$ cat src/rtl/tim_mch_apb_if.sv
// APB slave port bundle for the multi-channel timer.
// The master drives the request side; the slave returns data, ready and error.
interface tim_mch_apb_if;
  logic        tim_psel;
  logic        tim_penable;
  logic        tim_pwrite;
  logic [11:0] tim_paddr;
  logic [31:0] tim_pwdata;
  logic [3:0]  tim_pstrb;
  logic [31:0] tim_prdata;
  logic        tim_pready;
  logic        tim_pslverr;

  modport master (
    output tim_psel, tim_penable, tim_pwrite, tim_paddr, tim_pwdata, tim_pstrb,
    input  tim_prdata, tim_pready, tim_pslverr
  );

  modport slave (
    input  tim_psel, tim_penable, tim_pwrite, tim_paddr, tim_pwdata, tim_pstrb,
    output tim_prdata, tim_pready, tim_pslverr
  );
endinterface

$ cat src/rtl/tim_mch_apb.sv
// Multi-channel APB timer: NUM_CH prescaled down-counters with periodic or
// one-shot reload, debug halt, W1C status and a combined masked interrupt.
module tim_mch_apb #(
  parameter int NUM_CH = 4,
  parameter int CNT_W  = 32
) (
  input  logic              sys_clk,
  input  logic              sys_rst_n,
  tim_mch_apb_if.slave      apb,
  input  logic              dbg_mode,
  output logic              tim_int,
  output logic [NUM_CH-1:0] tim_int_ch
);

  logic [NUM_CH-1:0] en_q, mode_q, halt_q;
  logic [NUM_CH-1:0] en_d, mode_d, halt_d;
  logic [3:0]        div_q  [NUM_CH];
  logic [3:0]        div_d  [NUM_CH];
  logic [3:0]        pre_q  [NUM_CH];
  logic [3:0]        pre_d  [NUM_CH];
  logic [CNT_W-1:0]  load_q [NUM_CH];
  logic [CNT_W-1:0]  load_d [NUM_CH];
  logic [CNT_W-1:0]  cnt_q  [NUM_CH];
  logic [CNT_W-1:0]  cnt_d  [NUM_CH];
  logic [NUM_CH-1:0] int_en_q, int_en_d;
  logic [NUM_CH-1:0] int_sts_q, int_sts_d;
  logic [NUM_CH-1:0] sts_set, sts_clr, run, tick;

  logic        access, err, wr_ok, rd_ok;
  logic        in_ch_space, ch_ok;
  logic        is_ctrl, is_load, is_cnt, is_int_en, is_int_sts, mapped;
  logic [3:0]  ch_idx;
  logic [1:0]  reg_off;
  logic [31:0] wmask, rd_val;
  logic        unused_bits;

  assign access      = apb.tim_psel & apb.tim_penable;
  assign ch_idx      = apb.tim_paddr[7:4];
  assign reg_off     = apb.tim_paddr[3:2];
  assign in_ch_space = (apb.tim_paddr[11:8] == 4'h0);
  assign ch_ok       = in_ch_space && (int'(ch_idx) < NUM_CH);
  assign is_ctrl     = ch_ok && (reg_off == 2'd0);
  assign is_load     = ch_ok && (reg_off == 2'd1);
  assign is_cnt      = ch_ok && (reg_off == 2'd2);
  assign is_int_en   = (apb.tim_paddr[11:2] == 10'h040);
  assign is_int_sts  = (apb.tim_paddr[11:2] == 10'h041);
  assign mapped      = is_ctrl | is_load | is_cnt | is_int_en | is_int_sts;
  assign err         = ~mapped | (apb.tim_pwrite & is_cnt);
  assign wr_ok       = access & apb.tim_pwrite & ~err;
  assign rd_ok       = access & ~apb.tim_pwrite & ~err;

  assign wmask = {{8{apb.tim_pstrb[3]}}, {8{apb.tim_pstrb[2]}},
                  {8{apb.tim_pstrb[1]}}, {8{apb.tim_pstrb[0]}}};
  assign unused_bits = &{1'b0, apb.tim_paddr[1:0], apb.tim_pwdata, wmask};

  always_comb begin
    rd_val = '0;
    for (int c = 0; c < NUM_CH; c++) begin
      if (ch_ok && (int'(ch_idx) == c)) begin
        case (reg_off)
          2'd0:    rd_val = {20'd0, div_q[c], 5'd0, halt_q[c], mode_q[c], en_q[c]};
          2'd1:    rd_val = 32'(load_q[c]);
          2'd2:    rd_val = 32'(cnt_q[c]);
          default: rd_val = '0;
        endcase
      end
    end
    if (is_int_en)  rd_val = 32'(int_en_q);
    if (is_int_sts) rd_val = 32'(int_sts_q);
  end

  assign apb.tim_prdata  = rd_ok ? rd_val : 32'd0;
  assign apb.tim_pready  = 1'b1;
  assign apb.tim_pslverr = access & err;

  // Counting first, then a CTRL write on the same edge overrides the control bits.
  always_comb begin
    int_en_d = int_en_q;
    sts_set  = '0;
    sts_clr  = '0;
    run      = '0;
    tick     = '0;
    en_d     = en_q;
    mode_d   = mode_q;
    halt_d   = halt_q;
    for (int c = 0; c < NUM_CH; c++) begin
      div_d[c]  = div_q[c];
      pre_d[c]  = pre_q[c];
      load_d[c] = load_q[c];
      cnt_d[c]  = cnt_q[c];

      run[c]  = en_q[c] & ~(halt_q[c] & dbg_mode);
      tick[c] = run[c] & (pre_q[c] == div_q[c]);
      if (run[c]) pre_d[c] = tick[c] ? 4'd0 : pre_q[c] + 4'd1;
      if (tick[c]) begin
        if (cnt_q[c] != '0) begin
          cnt_d[c] = cnt_q[c] - CNT_W'(1);
        end else begin
          sts_set[c] = 1'b1;
          if (mode_q[c]) en_d[c] = 1'b0;
          else           cnt_d[c] = load_q[c];
        end
      end

      if (wr_ok && is_ctrl && (int'(ch_idx) == c)) begin
        if (apb.tim_pstrb[0]) begin
          en_d[c]   = apb.tim_pwdata[0];
          mode_d[c] = apb.tim_pwdata[1];
          halt_d[c] = apb.tim_pwdata[2];
          if (!en_q[c] && apb.tim_pwdata[0]) begin
            cnt_d[c] = load_q[c];
            pre_d[c] = 4'd0;
          end
        end
        if (apb.tim_pstrb[1]) div_d[c] = apb.tim_pwdata[11:8];
      end

      if (wr_ok && is_load && (int'(ch_idx) == c))
        load_d[c] = (load_q[c] & ~wmask[CNT_W-1:0]) |
                    (apb.tim_pwdata[CNT_W-1:0] & wmask[CNT_W-1:0]);
    end
    if (wr_ok && is_int_en && apb.tim_pstrb[0])
      int_en_d = apb.tim_pwdata[NUM_CH-1:0];
    if (wr_ok && is_int_sts && apb.tim_pstrb[0])
      sts_clr = apb.tim_pwdata[NUM_CH-1:0];
    // A hardware set on the same edge as a clear leaves the bit set.
    int_sts_d = (int_sts_q & ~sts_clr) | sts_set;
  end

  always_ff @(posedge sys_clk or negedge sys_rst_n) begin
    if (!sys_rst_n) begin
      en_q      <= '0;
      mode_q    <= '0;
      halt_q    <= '0;
      int_en_q  <= '0;
      int_sts_q <= '0;
      for (int c = 0; c < NUM_CH; c++) begin
        div_q[c]  <= '0;
        pre_q[c]  <= '0;
        load_q[c] <= '0;
        cnt_q[c]  <= '0;
      end
    end else begin
      en_q      <= en_d;
      mode_q    <= mode_d;
      halt_q    <= halt_d;
      int_en_q  <= int_en_d;
      int_sts_q <= int_sts_d;
      for (int c = 0; c < NUM_CH; c++) begin
        div_q[c]  <= div_d[c];
        pre_q[c]  <= pre_d[c];
        load_q[c] <= load_d[c];
        cnt_q[c]  <= cnt_d[c];
      end
    end
  end

  assign tim_int_ch = int_sts_q & int_en_q;
  assign tim_int    = |tim_int_ch;

endmodule

$ cat src/flat_wrapper.sv
// flat-port wrapper written by rule: the top's interface ports become plain ports
module tim_mch_apb_flat 
#(
  parameter int NUM_CH = 4,
  parameter int CNT_W  = 32
)
  (sys_clk, sys_rst_n, dbg_mode, tim_int, tim_int_ch, apb_tim_psel, apb_tim_penable, apb_tim_pwrite, apb_tim_paddr, apb_tim_pwdata, apb_tim_pstrb, apb_tim_prdata, apb_tim_pready, apb_tim_pslverr);
  tim_mch_apb_if apb_i ();
  input  logic sys_clk;
  input  logic sys_rst_n;
  input  logic dbg_mode;
  output logic tim_int;
  output logic [NUM_CH-1:0] tim_int_ch;
  input wire logic [$bits(apb_i.tim_psel)-1:0] apb_tim_psel;
  input wire logic [$bits(apb_i.tim_penable)-1:0] apb_tim_penable;
  input wire logic [$bits(apb_i.tim_pwrite)-1:0] apb_tim_pwrite;
  input wire logic [$bits(apb_i.tim_paddr)-1:0] apb_tim_paddr;
  input wire logic [$bits(apb_i.tim_pwdata)-1:0] apb_tim_pwdata;
  input wire logic [$bits(apb_i.tim_pstrb)-1:0] apb_tim_pstrb;
  output wire logic [$bits(apb_i.tim_prdata)-1:0] apb_tim_prdata;
  output wire logic [$bits(apb_i.tim_pready)-1:0] apb_tim_pready;
  output wire logic [$bits(apb_i.tim_pslverr)-1:0] apb_tim_pslverr;
  assign apb_i.tim_psel = apb_tim_psel;
  assign apb_i.tim_penable = apb_tim_penable;
  assign apb_i.tim_pwrite = apb_tim_pwrite;
  assign apb_i.tim_paddr = apb_tim_paddr;
  assign apb_i.tim_pwdata = apb_tim_pwdata;
  assign apb_i.tim_pstrb = apb_tim_pstrb;
  assign apb_tim_prdata = apb_i.tim_prdata;
  assign apb_tim_pready = apb_i.tim_pready;
  assign apb_tim_pslverr = apb_i.tim_pslverr;
  tim_mch_apb #(.NUM_CH(NUM_CH), .CNT_W(CNT_W)) u_core (.sys_clk(sys_clk), .sys_rst_n(sys_rst_n), .apb(apb_i), .dbg_mode(dbg_mode), .tim_int(tim_int), .tim_int_ch(tim_int_ch));
endmodule
$ cat config.mk
export PLATFORM = sky130hd
export DESIGN_NAME = tim_mch_apb_flat
export DESIGN_NICKNAME = d
export VERILOG_FILES = /design/src/rtl/tim_mch_apb_if.sv /design/src/rtl/tim_mch_apb.sv /design/src/flat_wrapper.sv
export SDC_FILE = /design/constraint.sdc
export NUM_CORES = 1
export LEC_CHECK = 0
export ABC_AREA = 1
export ABC_CLOCK_PERIOD_IN_PS = 2500
export CAP_MARGIN = 30
export CORE_ASPECT_RATIO = 1.2
export CORE_MARGIN = 1
export CORE_UTILIZATION = 53
export CTS_CLUSTER_SIZE = 12
export DETAILED_ROUTE_END_ITERATION = 16
export PLACE_DENSITY = 0.79
export SLEW_MARGIN = 20
export SYNTH_ARGS = -nofsm -noshare
export SYNTH_HDL_FRONTEND = slang
export SYNTH_SLANG_ARGS = --single-unit
$ cat constraint.sdc
create_clock -name sys_clk -period 2.5 [get_ports sys_clk]
set_input_delay 0.5 -clock sys_clk [delete_from_list [all_inputs] [get_ports sys_clk]]
set_output_delay 0.5 -clock sys_clk [all_outputs]
set_load 0.005 [all_outputs]
Word-level counts from Yosys, hierarchy flattened. Cells that the tools add are included.

Flip-flop bits (word level): 308. Word-level logic and storage cells: 222.

Add/sub/neg operators: 8. Magnitude comparators: 1. Equality and inequality tests: 11. Muxes and demuxes: 84. Bitwise gates (word level): 45. Reduce and logical (&&, ||, !) cells: 46.

Operator list (number): $mux W32 (31); $pmux W32 S3 (4); $and A32 B32 Y32 (5); $or A32 B32 Y32 (4); $reduce_bool A32 Y1 (4); $sub A32 B1 Y32 const B (4); $mux W4 (21); $not A32 Y32 (1); $mux W1 (28); $logic_and A1 B1 Y1 (26); $eq A10 B7 Y1 const B (2); $and A1 B1 Y1 (19); $add A4 B1 Y4 const B (4); $eq A4 B4 Y1 (4); $reduce_and A2 Y1 (8); $and A4 B4 Y4 (2); $eq A4 B3 Y1 const B (2); $logic_not A4 Y1 (2); $not A1 Y1 (7); $or A1 B1 Y1 (5); $eq A4 B2 Y1 const B (1); $logic_not A1 Y1 (4); $lt A4 B3 Y1 const B (1); $not A4 Y4 (1); 5 further kinds (5).

Logic depth before layout (Yosys ltp).
Depth after elaboration: 17. Gate-level depth with buffers: 14. Depth with buffers taken out: 13.

Worst setup path after synthesis. OpenSTA, ideal clock, no wires.

Path kind: input to output. Start: input port apb_tim_paddr[3]. End: output port apb_tim_prdata[12]. Data arrival time: 1.862 ns. Required time: 2.000 ns. Path slack: 0.138 ns. Cell stages on the path: 11. Buffers on the path: 2. Path through: buf_2 nor2_1 nand2_1 nor2_1 nand2_2 nand2_4 nand2_1 nor3_2 nand2_2 buf_2 nor2_1.

Word-level cells in the longest chain between the ends: 11. Elaborated cells between the ends (all ways): 28. Those cells by class: eq/ne (4); mux (11); bitwise (9); reduce/logical (4).

Ends and longest elaborated chain: start, declared (RTL line flat_wrapper.sv:17) `input wire logic [$bits(apb_i.tim_paddr)-1:0] apb_tim_paddr;`; parallel branches: the longest is 10 deep, another holds $pmux W32 S3; $mux W32 * (RTL line tim_mch_apb.sv:72) `assign apb.tim_prdata = rd_ok ? rd_val : 32'd0;`; end, declared (RTL line flat_wrapper.sv:20) `output wire logic [$bits(apb_i.tim_prdata)-1:0] apb_tim_prdata;`.

Mark *: on every way between the ends.

Worst setup path in the final report.
Start: input port apb_tim_paddr[7]. End: output port apb_tim_prdata[18].

Word-level cells in the longest chain between the ends: 12. Elaborated cells between the ends (all ways): 31. Those cells by class: order compare (1); eq/ne (5); mux (7); bitwise (9); reduce/logical (9).

Ends and longest elaborated chain: $lt A4 B3 Y1 (RTL line tim_mch_apb.sv:41) `assign ch_ok = in_ch_space && (int'(ch_idx) < NUM_CH);`; $logic_and A1 B1 Y1 (RTL line tim_mch_apb.sv:41); $logic_and A1 B1 Y1 (on tied branches) (RTL line tim_mch_apb.sv:42, tim_mch_apb.sv:43); $or A1 B1 Y1 (4 in series) (RTL line tim_mch_apb.sv:47) `assign mapped = is_ctrl | is_load | is_cnt | is_int_en | is_int_sts;`; $not A1 Y1 (RTL line tim_mch_apb.sv:48) `assign err = ~mapped | (apb.tim_pwrite & is_cnt);`; $or A1 B1 Y1 (RTL line tim_mch_apb.sv:48); $not A1 Y1 (RTL line tim_mch_apb.sv:50) `assign rd_ok = access & ~apb.tim_pwrite & ~err;`; $and A1 B1 Y1 (RTL line tim_mch_apb.sv:50); $mux W32 * (RTL line tim_mch_apb.sv:72).

Mark *: on every way between the ends. The rest lies on a longest branch, timed or not.

==> results.cfg <==
[outcome]
outcome = complete, but fails checks
violations = setup timing

[yosys]
synth-seq-cells = 308
yosys_warnings = 0
ys_seq_area_frac = 0.341
synth_nets = 3726
syn_inst = 3660
netlist_area_um2 = 22600
synth_cell_type_count = 46
syn_area_per_cell_um2 = 6.18

[die]
initial_core_util = 0.539
coreArea_um2 = 42000
fp-row-count = 82
dieArea_um2 = 43500
die_x_um = 191
die_h_um = 228
num_io_pins = 93

[sta]
report.final.slew_viol_count = 0
fin_skew_ns = 0.0151
worstMarginPinSlew_ns = 0.709
fin_crit_sh = 1.09
whs_ns = 0.419
period_minus_slack_ns = 2.74
hold_violations = 0
max_freq_ghz = 0.365
worst_slack_ns = -0.237
finalSetupViolCount = 31
rsz0062_at_grt = yes
slew_headroom = 0.527

[worst_setup_path]
path_max_fanout = 6
rr_worst_depth = 14
end_kind = primary output
r2r_slack_ns = 0.18
critPathArrivalTime_ns = 2.24
reg2reg_from = u_core.cnt_q[0]
start_kind = input port
path_class = in -> out
r2r_end = u_core.cnt_q[20]
required_ns = 2.00

[global_route]
overflow = 0
antenna_found_initial = 1
grt_pass1_wl_um = 139000
grt.total_usage = 0.413
grt_pass1_vias = 24900
grt_max_degree = 68

[detailed_routing]
routed_wl_um = 91600
drt-pass1-iter-count = 7
routedWlPerCell_um = 20.0
drtAntennaViolNets = 0
drc = 0
first_iter_violations = 3624
vias = 27100
viasPerCell = 5.92

[clock_network]
numClockSinks = 308
numCtsBuffers = 38
h-tree-depth = 2
clockBufferDepth = 3
insertion_delay_ns = 0.58
cts_tree = built
path_clk_slew_ns = 0.06
cts-root-buf = clkbuf_16

[finish]
stdcell_count = 4580
multiInputGateArea_um2 = 13700
drive_above_1_share = 0.165
fillers = 3600
finish.instance_area_um2 = 28900
nNetsFinal = 4077
syn_to_final_growth_pct = 27.8
ff_latch_area_um2 = 7710

[power_and_ir_drop]
p_total_mw = 11.5
switchingPower_mw = 2.80
p_leak_nw = 13.6
p_per_area_nw_per_um2 = 397
max-vdd-ir-drop_v = 0.000627
pwr-share-comb = 0.063
power_frac_seq = 0.435
p_int_mw = 8.67
clockPowerShare = 0.502
p_sw_frac = 0.244

[placement]
gp_congestion = 1.08
dp_hpwl_um = 65200
dpl_worst_slack_ns = -1.13
port_buffers = 89
place_area_um2 = 26200
dp_cells = 4447

[flow_run]
maxCapViolCount = 0

[min_path]
hp-class = in -> async
[worst max-delay path, cell delays in order]
cell and delay, ns:
buf_8 0.10, nor2_4 0.22, buf_6 0.15, nand2_4 0.06, nor2_4 0.12, inv_2 0.07, nor2_4 0.12, buf_12 0.12
buf_12 0.12, buf_12 0.12, buf_6 0.09, a21oi_2 0.04, nand2_1 0.08, nand2_2 0.08, nor2_1 0.10, buf_2 0.11
[cells in the mapped netlist, drive strengths merged]
cell	count	share of area
o2111ai	5	0.0019
a32oi	3	0.0012
nand4	22	0.0067
or2	3	0.00083
xnor2	4	0.0015
a41oi	2	0.00077
o22ai	78	0.022
ha	12	0.0066
o21ai	432	0.096
o221ai	3	0.0012
xor2	42	0.016
mux2i	5	0.0022
dfrtp	308	0.34
nor3b	1	0.00033
nand3	277	0.069
a21oi	159	0.035
conb	1	0.00017
and2	1	0.00028
a211oi	3	0.0010
o211ai	8	0.0027
a31o	1	0.00039
nor3	19	0.0044
clkbuf	88	0.015
o21a	1	0.00033
nor2	405	0.071
inv	353	0.059
nand2	1354	0.23
and3	1	0.00028
buf	67	0.018
a221oi	2	0.00077
[per-stage QoR]
stage / setup TNS, ns / util
after floorplan: 0 / -
after global placement: -88.71 / 0.623
after detailed placement: -95.93 / 0.623
after CTS: -3.85 / 0.677
after global routing: -6.78 / 0.689
final: -5.30 / 0.689
[cell usage in the layout, fill, tap and decap left out, types with 18 or more instances in the layout]
| cell | count |
|---|---|
| nand2_1 | 1328 |
| nor2_1 | 363 |
| inv_1 | 338 |
| o21ai_0 | 318 |
| dfrtp_1 | 308 |
| buf_4 | 290 |
| nand3_1 | 248 |
| a21oi_1 | 135 |
| o21ai_1 | 97 |
| o22ai_1 | 59 |
| clkdlybuf4s50_1 | 45 |
| xor2_1 | 42 |
| clkbuf_16 | 41 |
| buf_2 | 38 |
| buf_6 | 36 |
| buf_12 | 35 |
| nor2_4 | 23 |
| a21oi_2 | 22 |
| nand4_1 | 21 |
| nor2_2 | 18 |
| o22ai_2 | 18 |
[power by group through the flow]
stage	Combinational [mW]	Sequential (mW)	Clock [mW]
finish	0.724	4.99	5.75
global route	0.753	4.98	5.92
CTS	0.675	4.99	5.74
detailed placement	0.606	5.08	0
global placement	0.604	5.08	0
floorplan	0.164	5.08	0
[repair_timing]
item | CTS | global route
cloned | 6 | 2
endpoints found under the setup margin | 68 | 46
endpoints found under the hold margin | 30 | 0
pin swaps | 66 | 47
gates resized for setup | 348 | 92
buffers inserted | 53 | 16
hold buffers | 1 | 0
[layout make-up]
type / instances / share of cell area
Multi-Input combinational cell: 2846 / 0.473
Sequential cell: 308 / 0.267
Timing Repair Buffer: 464 / 0.148
Inverter: 353 / 0.0463
Clock buffer: 51 / 0.0374
Tap cell: 546 / 0.0236
Clock inverter: 11 / 0.00563
Antenna cell: 1 / 0.0000866
[worst max-delay path by stage]
stage	start	to	slack, ns	depth (start not counted)
global placement	apb_tim_paddr[6]	apb_tim_prdata[19]	-1.15	12
CTS	apb_tim_paddr[6]	apb_tim_prdata[18]	-0.20	16
detailed placement	apb_tim_paddr[6]	apb_tim_prdata[19]	-1.13	12
global route	apb_tim_paddr[7]	apb_tim_prdata[18]	-0.30	16
finish	apb_tim_paddr[7]	apb_tim_prdata[18]	-0.24	16
floorplan	apb_tim_paddr[3]	apb_tim_prdata[12]	0.14	11
[logic make-up (layout without fill, tap and decap cells)]
logic type	Yosys count	after routing	synth area share
other cells	1	2	0.000166
simple gates	2083	2085	0.378
xor+xnor	46	46	0.0178
flops	308	308	0.341
fa+ha+maj	12	12	0.00664
compound gates	697	697	0.163
mux	5	5	0.00221
buf+inv	508	879	0.0910
[per-layer routing]
layer | GRT usage | vias up | wire length (um) | part of all wire
met1 | 0.549 | 12300 | 35000 | 0.38
met3 | 0.0748 | 462 | 10100 | 0.11
met4 | 0.294 | 2 | 7730 | 0.084
li1 | - | 12500 | - | -
met2 | 0.604 | 1846 | 38700 | 0.42
met5 | 0 | - | 11 | 0.00012
Note: power is estimated with default switching activity, not from simulation.
